--- src/rtl/ascii_uart_tx_if.sv ---
// Character handshake between an ASCII producer (master) and the serial transmitter (slave).
interface ascii_uart_tx_if #(
  parameter int DATA_W = 7
);
  logic [DATA_W-1:0] ascii;
  logic              valid;
  logic              ready;

  modport master (output ascii, output valid, input ready);
  modport slave  (input ascii, input valid, output ready);
endinterface

--- src/rtl/ascii_uart_tx.sv ---
// Serialises DATA_W-bit characters into start/data(LSB first)/stop frames on tx.
// Define ASCII_UART_TX_PARITY_EN to insert an even-parity bit between data and stop.
module ascii_uart_tx #(
  parameter int CLKS_PER_BIT = 4,
  parameter int DATA_W       = 7
) (
  input  logic           clk,
  input  logic           rst,
  ascii_uart_tx_if.slave in_if,
  output logic           tx,
  output logic           busy
);

  localparam int CNT_W = (CLKS_PER_BIT > 1) ? $clog2(CLKS_PER_BIT) : 1;
  localparam int IDX_W = (DATA_W > 1) ? $clog2(DATA_W) : 1;

`ifdef ASCII_UART_TX_PARITY_EN
  typedef enum logic [2:0] {IDLE, START, DATA, PARITY, STOP} state_t;
`else
  typedef enum logic [1:0] {IDLE, START, DATA, STOP} state_t;
`endif

  state_t            state_q;
  logic [CNT_W-1:0]  cnt_q;
  logic [CNT_W-1:0]  cnt_d;
  logic [IDX_W-1:0]  idx_q;
  logic [DATA_W-1:0] shift_q;
  logic [DATA_W-1:0] shift_d;
  logic              tx_q;
  logic              bit_done;
`ifdef ASCII_UART_TX_PARITY_EN
  logic              parity_q;
`endif

  always_comb begin
    bit_done = (cnt_q == CNT_W'(CLKS_PER_BIT - 1));
    cnt_d    = bit_done ? '0 : cnt_q + CNT_W'(1);
    shift_d  = shift_q >> 1;
  end

  // tx is loaded one edge ahead of each bit so it is registered yet aligned to the state.
  always_ff @(posedge clk or posedge rst) begin
    if (rst) begin
      state_q  <= IDLE;
      tx_q     <= 1'b1;
      cnt_q    <= '0;
      idx_q    <= '0;
      shift_q  <= '0;
`ifdef ASCII_UART_TX_PARITY_EN
      parity_q <= 1'b0;
`endif
    end else begin
      case (state_q)
        IDLE: begin
          if (in_if.valid) begin
            shift_q  <= in_if.ascii;
`ifdef ASCII_UART_TX_PARITY_EN
            parity_q <= ^in_if.ascii;
`endif
            tx_q     <= 1'b0;
            cnt_q    <= '0;
            idx_q    <= '0;
            state_q  <= START;
          end
        end
        START: begin
          cnt_q <= cnt_d;
          if (bit_done) begin
            tx_q    <= shift_q[0];
            state_q <= DATA;
          end
        end
        DATA: begin
          cnt_q <= cnt_d;
          if (bit_done) begin
            if (idx_q == IDX_W'(DATA_W - 1)) begin
              idx_q   <= '0;
`ifdef ASCII_UART_TX_PARITY_EN
              tx_q    <= parity_q;
              state_q <= PARITY;
`else
              tx_q    <= 1'b1;
              state_q <= STOP;
`endif
            end else begin
              idx_q   <= idx_q + IDX_W'(1);
              shift_q <= shift_d;
              tx_q    <= shift_d[0];
            end
          end
        end
`ifdef ASCII_UART_TX_PARITY_EN
        PARITY: begin
          cnt_q <= cnt_d;
          if (bit_done) begin
            tx_q    <= 1'b1;
            state_q <= STOP;
          end
        end
`endif
        STOP: begin
          cnt_q <= cnt_d;
          if (bit_done) begin
            tx_q    <= 1'b1;
            state_q <= IDLE;
          end
        end
        default: begin
          tx_q    <= 1'b1;
          cnt_q   <= '0;
          state_q <= IDLE;
        end
      endcase
    end
  end

  assign in_if.ready = (state_q == IDLE);
  assign busy        = (state_q != IDLE);
  assign tx          = tx_q;

endmodule

--- src/flat_wrapper.sv ---
// flat-port wrapper written by rule: the top's interface ports become plain ports
module ascii_uart_tx_flat 
#(
  parameter int CLKS_PER_BIT = 4,
  parameter int DATA_W       = 7
)
  (clk, rst, tx, busy, in_if_ascii, in_if_valid, in_if_ready);
  ascii_uart_tx_if #(.DATA_W(DATA_W)) in_if_i ();
  input  logic clk;
  input  logic rst;
  output logic tx;
  output logic busy;
  input wire logic [$bits(in_if_i.ascii)-1:0] in_if_ascii;
  input wire logic [$bits(in_if_i.valid)-1:0] in_if_valid;
  output wire logic [$bits(in_if_i.ready)-1:0] in_if_ready;
  assign in_if_i.ascii = in_if_ascii;
  assign in_if_i.valid = in_if_valid;
  assign in_if_ready = in_if_i.ready;
  ascii_uart_tx #(.CLKS_PER_BIT(CLKS_PER_BIT), .DATA_W(DATA_W)) u_core (.clk(clk), .rst(rst), .in_if(in_if_i), .tx(tx), .busy(busy));
endmodule
--- config.mk ---
export PLATFORM = sky130hd
export DESIGN_NAME = ascii_uart_tx_flat
export DESIGN_NICKNAME = d
export VERILOG_FILES = /design/src/rtl/ascii_uart_tx_if.sv /design/src/rtl/ascii_uart_tx.sv /design/src/flat_wrapper.sv
export SDC_FILE = /design/constraint.sdc
export NUM_CORES = 1
export LEC_CHECK = 0
export ABC_CLOCK_PERIOD_IN_PS = 2100
export CORE_ASPECT_RATIO = 1.5
export CORE_MARGIN = 2
export CORE_UTILIZATION = 45
export CTS_CLUSTER_SIZE = 25
export DETAILED_ROUTE_END_ITERATION = 8
export GPL_TIMING_DRIVEN = 0
export PLACE_DENSITY = 0.67
export RECOVER_POWER = 100
export SYNTH_ARGS = -nofsm -noshare
export SYNTH_HDL_FRONTEND = slang
export SYNTH_SLANG_ARGS = --single-unit
export TNS_END_PERCENT = 100
--- constraint.sdc ---
create_clock -name clk -period 2.1 [get_ports clk]
set_clock_uncertainty 0.05 [all_clocks]
set_input_delay 0.525 -clock clk [delete_from_list [all_inputs] [get_ports clk]]
set_output_delay 0.525 -clock clk [all_outputs]
set_load 0.005 [all_outputs]
## Word-level counts from Yosys, hierarchy flattened

Cells that the tools add are included.

| storage, ports and cells | value |
|---|---|
| flip-flop bits (word level) | 15 |
| bits in latches | 0 |
| RAM bits | 0 |
| memory bits (read-only) | 0 |
| input port bits | 10 |
| memories | 0 |

| operators by class | value |
|---|---|
| $add $sub $neg | 2 |
| multiply operators | 0 |
| divide/modulo/power cells | 0 |
| $lt $le $gt $ge | 0 |
| equal/unequal tests | 11 |
| shift-type cells | 0 |
| muxes and demuxes | 23 |
| bitwise operators | 0 |
| reduce and logical (&&, ||, !) cells | 8 |

Operator list:

| kind | count |
|---|---|
| 7-bit 2-to-1 mux | 3 |
| 2-bit 2-to-1 mux | 7 |
| 7-bit one-hot mux with 2 select lines | 1 |
| 3-bit 2-to-1 mux | 3 |
| 2-bit by 1-bit != test with 1-bit output (second input constant) | 4 |
| 2-bit one-hot mux with 4 select lines | 1 |
| 4-bit AND reduction | 2 |
| 2-bit equality test (second input constant) | 3 |
| 3-bit one-hot mux with 2 select lines | 1 |
| 1-bit 2-to-1 mux | 5 |
| 5-bit AND reduction | 1 |
| 2-bit != test (second input constant) | 2 |
| 1-bit one-hot mux with 4 select lines | 1 |
| 2-bit one-hot mux with 2 select lines | 1 |
| 2-bit nonzero test | 2 |
| 3-bit by 1-bit adder with 3-bit output (second input constant) | 1 |
| 3-bit equality test (second input constant) | 1 |
| 3-bit AND reduction | 1 |
| 3-bit OR reduction | 1 |
| 2-bit by 1-bit adder with 2-bit output (second input constant) | 1 |
| 2-bit by 1-bit equality test with 1-bit output (second input constant) | 1 |
| 2-bit zero test | 1 |

## Depth between registers and ports, before layout

Gate-level depths: netlist of the first run.

| depth | value |
|---|---|
| depth in word-level cells | 4 |
| depth in mapped cells | 7 |
| gate-level depth less buffers | 5 |

## Worst setup path after synthesis of the first run

OpenSTA, ideal clock, no wires.

| timing path | value |
|---|---|
| path kind | reg-to-reg |
| start | register u_core.state_q[0] |
| end | register u_core.state_q[1] |
| arrival | 1.615 ns |
| required time | 1.922 ns |
| slack | 0.307 ns |
| stages on the path, launching flop included | 6 |
| buffers on the path | 0 |
| cell sequence | dfrtp_1 -> inv_1 -> ha_1 -> or3_4 -> a221oi_4 -> mux2_1 |

| between the ends | value |
|---|---|
| word-level cells in the longest chain between the ends | 3 |

RTL lines:

| item | RTL line | source |
|---|---|---|
| from (decl) | ascii_uart_tx.sv:23 | `state_t state_q;` |
| from (signal assigned) | ascii_uart_tx.sv:44 | `state_q <= IDLE;` |
| from (signal assigned) | ascii_uart_tx.sv:63 | `state_q <= START;` |
| from (signal assigned) | ascii_uart_tx.sv:70 | `state_q <= DATA;` |
| 2-bit equality test, or another cell as far along | ascii_uart_tx.sv:53 | `case (state_q)` |
| 2-bit by 1-bit != test with 1-bit output (no source line) / 2-bit != test (equally long branches) | n/a |  |
| 5-bit AND reduction (no source line) | n/a |  |

Parallel ways exist; a longest one is shown, timed or not.
A chain may end at the register's enable or synchronous reset.

## Worst setup path after layout of the first run

| timing path | value |
|---|---|
| start | register u_core.state_q[0] |
| end | output in_if_ready |

| between the ends | value |
|---|---|
| word-level cells in the longest chain between the ends | 1 |

RTL lines:

| item | RTL line | source |
|---|---|---|
| 2-bit zero test | ascii_uart_tx.sv:117 | `assign in_if.ready = (state_q == IDLE);` |
| to (decl) | flat_wrapper.sv:15 | `output wire logic [$bits(in_if_i.ready)-1:0] in_if_ready;` |

No other way between the ends.

==> results of run 1 <==
-- routing by layer --
layer	vias to the layer above	routed length, um	GRT usage [%]
met4	0	49	9.375
met2	16	1182	39.34
li1	399	-	-
met3	6	46	1.760
met1	391	889	21.39
met5	-	0	0
-- registers in the layout, indices dropped and copies added, names as in the netlist --
register,cells
u_core.state_q,2
u_core.idx_q,3
u_core.cnt_q,2
u_core.tx,1
u_core.shift_q,7
-- worst paths after layout --
path / slack, ns / start / end / cells after the start
worst max-delay path: 0.09 / u_core.state_q[0] / in_if_ready / 3
worst max register to register: 0.13 / u_core.state_q[1] / u_core.state_q[1] / 5
max in group asynchronous: 0.94 / rst / u_core.idx_q[0] / 2
worst min register to register: 0.43 / u_core.cnt_q[1] / u_core.cnt_q[1] / 2
worst min-delay path: 0.43 / u_core.cnt_q[1] / u_core.cnt_q[1] / 2
min in group asynchronous: 0.67 / rst / u_core.cnt_q[0] / 2
-- cell usage after synthesis (2+ instances only) --
library cell	count	share of area (%)
dfrtp_1	14	36
inv_1	10	3.8
ha_1	6	7.6
buf_2	5	2.5
nor2b_1	5	3.2
a31oi_1	4	2.5
o21ai_0	4	2.0
a32o_1	3	3.0
a41oi_1	3	2.7
nor2_1	3	1.1
o211ai_1	3	2.3
a22o_1	2	1.8
a2bb2oi_1	2	1.8
and3_1	2	1.3
and4b_1	2	2.0
nand2_1	2	0.76
nand2b_1	2	1.3
nor3_1	2	1.0
-- power by group through the flow --
stage	Sequential, uW	Clock, uW	Combinational [uW]
2_1_floorplan	507	0	829
3_3_place_gp	531	0	1050
3_5_place_dp	536	0	1060
4_1_cts	523	175	1140
5_1_grt	543	184	1210
6_report	524	176	1080
-- per-stage QoR --
stage | instances | utilization [%] | instance area, um^2 | power, uW | setup TNS, ns
2_1_floorplan | 96 | - | 984.7 | 1336 | 0
3_3_place_gp | 130 | 55.18 | 1132 | 1582 | -0.006966
3_5_place_dp | 130 | 55.18 | 1132 | 1600 | -0.03133
4_1_cts | 136 | 58.11 | 1192 | 1843 | 0
5_1_grt | 136 | 57.20 | 1174 | 1940 | 0
6_report | 136 | 57.20 | 1174 | 1778 | 0
-- repair_timing --
item	4_1_cts	5_1_grt
endpoints found under the hold margin	0	0
setup endpoints to repair	2	0
resized for setup	7	0
setup buffers	2	0
-- cell type report --
| cell class | instances | share of cell area (%) |
|---|---|---|
| inverter | 10 | 3.198 |
| timing repair buffer | 14 | 11.09 |
| clock inverter | 1 | 0.4264 |
| buffer | 7 | 3.412 |
| sequential | 15 | 32.09 |
| clock buffer | 3 | 1.919 |
| tap | 22 | 2.345 |
| multi-input combinational | 64 | 45.52 |
-- critical path, delay by kind of cell (launching register included) --
| kind | cells | cell delay (ns) |
|---|---|---|
| buffers and inverters | 2 | 0.60 |
| flip-flops | 1 | 0.40 |
| adder cells (fa/ha/maj) | 1 | 0.15 |
-- cells by family after synthesis --
logic type	count (synthesis)
AO/OA/AOI/OAI	31
AND/OR/NAND/NOR	25
buffers and inverters	17
flip-flops	15
adder cells (fa/ha/maj)	6
multiplexers	2
==> load_flow_metrics.sql, run 1 <==
INSERT INTO impl_metrics (metric_group, metric, value, unit) VALUES
('logic_synthesis', 'synth_top_family_by_area', 'compound AO/OA/AOI/OAI gates', ''),
('route', 'detail_route.vias_per_cell', '5.971', ''),
('hold_path', 'timing.hold.worst.class', 'flop to flop', ''),
('pwr', 'power.ir.vdd_worst', '0.0007134', 'V'),
('floorplanning', 'floorplan.die.width', '42.20', 'um'),
('logic_synthesis', 'yosys.area_share.simple', '17.79', '%'),
('floorplanning', 'start_util', '47.99', '%'),
('job', 'cap_violations', '0', ''),
('logic_synthesis', 'synth.mux.area_fraction', '2.668', '%'),
('pwr', 'sw_frac_of_total', '41.50', '%'),
('place', 'port-buffer-count', '12', ''),
('logic_synthesis', 'yosysSeqAreaShare', '38.25', '%'),
('worst_setup_path', 'worst_setup_path_end_kind', 'output pin', ''),
('cts', 'worst_skew_pair.late_latency', '0.29', 'ns'),
('cts', 'cts.hold.buffers_added', '0', ''),
('place', 'place_congestion', '0.7687', ''),
('worst_setup_path', 'cp_cell_sequence', 'inv_2 -> ha_4 -> clkdlybuf4s50_1', ''),
('floorplanning', 'chipHeight', '61.29', 'um'),
('floorplanning', 'core.rowCount', '20', ''),
('grt', 'grt_max_degree', '16', ''),
('worst_setup_path', 'critPathArrivalTime', '1.44', 'ns'),
('grt', 'globalRouteOverflowTotal', '0', ''),
('timing', 'setup-violations-final', '0', ''),
('timing', 'clock.fmax', '0.4971', 'GHz'),
('timing', 'grt_setup_unrepaired', 'no', ''),
('route', 'routed-via-count', '812', ''),
('timing', 'max_slew_margin', '60.25', '%'),
('timing', 'final_hold_viol_count', '0', ''),
('route', 'drt_first_pass_iters', '4', ''),
('timing', 'worst_slack', '0.08849', 'ns'),
('grt', 'globalRouteTotalUtil', '19.98', '%'),
('worst_setup_path', 'crit_path_top_delay_cell', 'clkdlybuf4s50_1', ''),
('cts', 'numClockSinks', '15', ''),
('route', 'avgRoutedWirePerCell', '15.93', 'um'),
('pwr', 'int_pwr', '1040', 'uW'),
('logic_synthesis', 'synth_compound_gate_area_share', '26.43', '%'),
('logic_synthesis', 'synth_edf_count', '0', ''),
('route', 'drt.antenna.violating_nets', '0', ''),
('worst_setup_path', 'path_class', 'flop to output pin', ''),
('cells_and_area', 'layout.nets', '131', ''),
('pwr', 'power.static_leakage', '0.0005424', 'uW'),
('logic_synthesis', 'synthAdderAreaFrac', '7.624', '%'),
('cells_and_area', 'fillCellCount', '188', ''),
('cells_and_area', 'mostFrequentLayoutCells', 'dfrtp_1 (14), inv_1 (8), clkdlybuf4s50_1 (8), nor2b_1 (5), ha_1 (5)', ''),
('logic_synthesis', 'ys.warnings.count', '0', ''),
('route', 'remaining_drc_errors', '0', ''),
('cells_and_area', 'multiInputGateArea', '534.3', 'um^2'),
('grt', 'grt_pass1_vias', '841', ''),
('grt', 'grt_first_pass_wirelength', '3864', 'um'),
('pwr', 'seqPwrFrac', '29.5', '%'),
('grt', 'initial_antenna_violation_count', '0', ''),
('logic_synthesis', 'synthFlopType', 'dfrtp_1', ''),
('logic_synthesis', 'share_of_flip_flops_with_an_asynchronous_set_or_reset_after_synthesis', '100.0', '%'),
('cts', 'cts_max_path_buffers', '2', ''),
('timing', 'tightestPinTransition', '0.5955', 'ns'),
('timing', 'fin_worst_hold_slack', '0.4313', 'ns'),
('cts', 'htreeDepth', '1', ''),
('timing', 'fin_crit_sh', '95.79', '%'),
('place', 'dp.final_hpwl', '1551', 'um'),
('place', 'dp_worst_setup_slack', '-0.03133', 'ns'),
('logic_synthesis', 'synthXorXnorAreaFrac', '0', '%'),
('floorplanning', 'area_of_the_die', '0.002586', 'mm^2'),
('cells_and_area', 'syn_to_final_growth', '19.19', '%'),
('timing', 'final.min_clock_period', '2.012', 'ns'),
('outcome', 'status', 'finished, final reports clean', ''),
('logic_synthesis', 'number_of_distinct_library_cell_variants_in_the_gate_level_netlist_after_synthesis', '40', ''),
('logic_synthesis', 'synth_cells', '96', ''),
('cts', 'clk_pin_slew', '0.10', 'ns'),
('pwr', 'clkPwrFrac', '9.9', '%'),
('pwr', 'power_density', '1515', 'mW/mm^2'),
('cells_and_area', 'most_common_cell_after_layout_fill_and_taps_aside', 'dfrtp_1', '');
No activity file was read; power rests on OpenSTA's default activity.
==> run 2: changes to the inputs <==
--- a/config.mk
+++ b/config.mk
@@ -8,12 +8,10 @@
 export ABC_CLOCK_PERIOD_IN_PS = 2100
 export CORE_ASPECT_RATIO = 1.5
 export CORE_MARGIN = 2
-export CORE_UTILIZATION = 45
+export CORE_UTILIZATION = 40
 export CTS_CLUSTER_SIZE = 25
 export DETAILED_ROUTE_END_ITERATION = 8
 export GPL_TIMING_DRIVEN = 0
-export PLACE_DENSITY = 0.67
-export RECOVER_POWER = 100
 export SYNTH_ARGS = -nofsm -noshare
 export SYNTH_HDL_FRONTEND = slang
 export SYNTH_SLANG_ARGS = --single-unit
==> load_flow_metrics.sql, run 2 (synthesized netlist as in run 1, its figures left out) <==
INSERT INTO impl_metrics (metric_group, metric, value, unit) VALUES
('floorplanning', 'chipHeight', '64.77', 'um'),
('timing', 'final.min_clock_period', '2.027', 'ns'),
('timing', 'fin_worst_hold_slack', '0.4382', 'ns'),
('timing', 'grt_setup_unrepaired', 'no', ''),
('cells_and_area', 'layout_top_registers', 'u_core.shift_q x7, u_core.idx_q x3', ''),
('timing', 'clock.fmax', '0.4933', 'GHz'),
('route', 'top_layer_used', 'met4', ''),
('place', 'port-buffer-count', '12', ''),
('cts', 'cts_max_path_buffers', '2', ''),
('grt', 'grt_first_pass_wirelength', '3594', 'um'),
('worst_setup_path', 'cp-start-kind', 'flop', ''),
('route', 'avgRoutedWirePerCell', '15.57', 'um'),
('pwr', 'clkPwrFrac', '9.3', '%'),
('grt', 'globalRouteOverflowTotal', '0', ''),
('grt', 'initial_antenna_violation_count', '0', ''),
('route', 'met3_length', '29', 'um'),
('worst_setup_path', 'cpPeakStageDelay', '0.51', 'ns'),
('place', 'dp.final_hpwl', '1607', 'um'),
('floorplanning', 'area_of_the_die', '0.002883', 'mm^2'),
('floorplanning', 'core.rowCount', '22', ''),
('worst_setup_path', 'critPathArrivalTime', '1.45', 'ns'),
('pwr', 'int_pwr', '1066', 'uW'),
('cts', 'cts_root_buffer', 'clkbuf_4', ''),
('timing', 'setup-violations-final', '0', ''),
('worst_setup_path', 'cp_cell_sequence', 'inv_2 -> ha_2 -> clkdlybuf4s50_1', ''),
('grt', 'grt_max_degree', '16', ''),
('pwr', 'total_switching_power', '747.4', 'uW'),
('cells_and_area', 'antenna_cells_inserted', '0', ''),
('pwr', 'power_density', '1536', 'mW/mm^2'),
('floorplanning', 'start_util', '41.12', '%'),
('cells_and_area', 'most_common_cell_after_layout_fill_and_taps_aside', 'dfrtp_1', ''),
('cells_and_area', 'layout.nets', '131', ''),
('worst_setup_path', 'path_class', 'flop to output pin', ''),
('worst_setup_path', 'top_delay_family_on_crit_path', 'buffers and inverters', ''),
('grt', 'grt_pass1_vias', '749', ''),
('worst_setup_path', 'worstPathMaxFanout', '3', ''),
('route', 'drt.antenna.violating_nets', '0', ''),
('floorplanning', 'floorplan.die.width', '44.51', 'um'),
('worst_setup_path', 'worst_setup_path_end_kind', 'output pin', ''),
('pwr', 'total_power', '1814', 'uW'),
('cells_and_area', 'largest_register_ffs', '7', ''),
('place', 'dp_worst_setup_slack', '-0.02765', 'ns'),
('cells_and_area', 'post_route_cells_drive_above_1_share', '17.54', '%'),
('timing', 'worst_slack', '0.07299', 'ns'),
('cells_and_area', 'syn_to_final_growth', '19.95', '%'),
('timing', 'fin_crit_sh', '96.52', '%'),
('route', 'drt_first_pass_iters', '4', ''),
('route', 'routed-via-count', '788', ''),
('job', 'cap_violations', '0', ''),
('cts', 'htreeDepth', '1', ''),
('worst_setup_path', 'timing.critical_path.buf_inv', '2', ''),
('cts', 'tritoncts.num_buffers', '3', ''),
('pwr', 'power.ir.vdd_worst', '0.0007096', 'V'),
('worst_setup_path', 'worstPathRequired', '1.52', 'ns'),
('place', 'place_congestion', '0.7895', ''),
('route', 'met2_length', '1098', 'um'),
('route', 'drt_iter0_drc', '20', ''),
('route', 'remaining_drc_errors', '0', ''),
('pwr', 'combPwrFrac', '61.7', '%'),
('outcome', 'status', 'finished, final reports clean', ''),
('timing', 'tightestPinTransition', '0.5979', 'ns'),
('route', 'detail_route.wirelength', '2148', 'um'),
('cells_and_area', 'final_non_filler_cells', '138', ''),
('pwr', 'seqPwrFrac', '29.1', '%'),
('cells_and_area', 'finalCoreUtilization', '49.32', '%'),
('route', 'metal1_wirelength', '997', 'um'),
('timing', 'max_slew_margin', '59.96', '%'),
('route', 'detail_route.vias_per_cell', '5.710', ''),
('pwr', 'sw_frac_of_total', '41.21', '%'),
('place', 'dpl.cell_count', '132', ''),
('cells_and_area', 'top_reg_by_flops', 'u_core.shift_q', ''),
('hold_path', 'timing.hold.worst.class', 'flop to flop', ''),
('floorplanning', 'fp.coreArea', '0.002395', 'mm^2'),
('cts', 'cts.hold.buffers_added', '0', ''),
('cts', 'tritoncts', 'built', ''),
('floorplanning', 'boundaryPins', '13', ''),
('cts', 'clk_pin_slew', '0.10', 'ns'),
('pwr', 'power.static_leakage', '0.0005517', 'uW'),
('timing', 'final_max_slew_viol_count', '0', ''),
('grt', 'globalRouteTotalUtil', '16.43', '%'),
('cts', 'worst_skew_pair.late_latency', '0.28', 'ns'),
('cts', 'numClockSinks', '15', ''),
('timing', 'final_hold_viol_count', '0', ''),
('cells_and_area', 'fillCellCount', '232', ''),
('worst_setup_path', 'crit_path_top_delay_cell', 'clkdlybuf4s50_1', ''),
('cells_and_area', 'mostFrequentLayoutCells', 'dfrtp_1 (14), clkdlybuf4s50_1 (11), inv_1 (8), nor2b_1 (5), ha_1 (5)', '');
[run 2: timing repair]
action | 4_1_cts | 5_1_grt
setup endpoints to repair | 2 | 1
resized for setup | 4 | 1
hold endpoints to repair | 0 | 0
setup buffers | 2 | 0
[run 2: layout make-up]
| type | instances | area [um^2] | area share (%) |
|---|---|---|---|
| clock inverter | 1 | 5.005 | 0.4237 |
| timing repair buffer | 14 | 133.9 | 11.33 |
| clock buffer | 3 | 22.52 | 1.907 |
| buffer | 7 | 36.28 | 3.072 |
| multi-input combinational | 64 | 539.3 | 45.66 |
| inverter | 10 | 37.54 | 3.178 |
| sequential | 15 | 376.6 | 31.89 |
| tap | 24 | 30.03 | 2.542 |
[run 2: final timing paths]
| path | slack [ns] | to | startpoint | cells past startpoint |
|---|---|---|---|---|
| max | 0.07 | in_if_ready | u_core.state_q[0] | 3 |
| min | 0.44 | u_core.cnt_q[1] | u_core.cnt_q[1] | 2 |
| max reg2reg | 0.18 | u_core.state_q[1] | u_core.state_q[1] | 5 |
| min reg2reg | 0.44 | u_core.cnt_q[1] | u_core.cnt_q[1] | 2 |
| max in group asynchronous | 1.06 | u_core.state_q[1] | rst | 2 |
| min in group asynchronous | 0.55 | u_core.shift_q[5] | rst | 2 |
[run 2: worst reg2reg max path, cell delays in order, from the launching register on]
cell and delay, ns:
dfrtp_1 0.40, buf_4 0.14, ha_1 0.21, or3_4 0.42
a221oi_4 0.26, mux2_1 0.34
[run 2: power by group through the flow]
| stage | logic [uW] | registers, uW | clock network (uW) |
|---|---|---|---|
| 2_1_floorplan | 829 | 507 | 0 |
| 3_3_place_gp | 1050 | 533 | 0 |
| 3_5_place_dp | 1080 | 538 | 0 |
| 4_1_cts | 1120 | 523 | 170 |
| 5_1_grt | 1250 | 541 | 186 |
| 6_report | 1120 | 527 | 168 |
[run 2: layer usage]
layer | up-vias | GRT usage [%]
met5 | - | 0
met4 | 0 | 6.061
met3 | 2 | 1.950
met2 | 6 | 27.17
met1 | 383 | 21.27
li1 | 397 | -
[run 2: per-stage QoR]
| step | setup TNS, ns | area (um^2) |
|---|---|---|
| global placement | -0.02935 | 1135 |
| floorplan | 0 | 984.7 |
| detailed placement | -0.07117 | 1135 |
| finish | 0 | 1181 |
| CTS | 0 | 1181 |
| global route | 0 | 1181 |
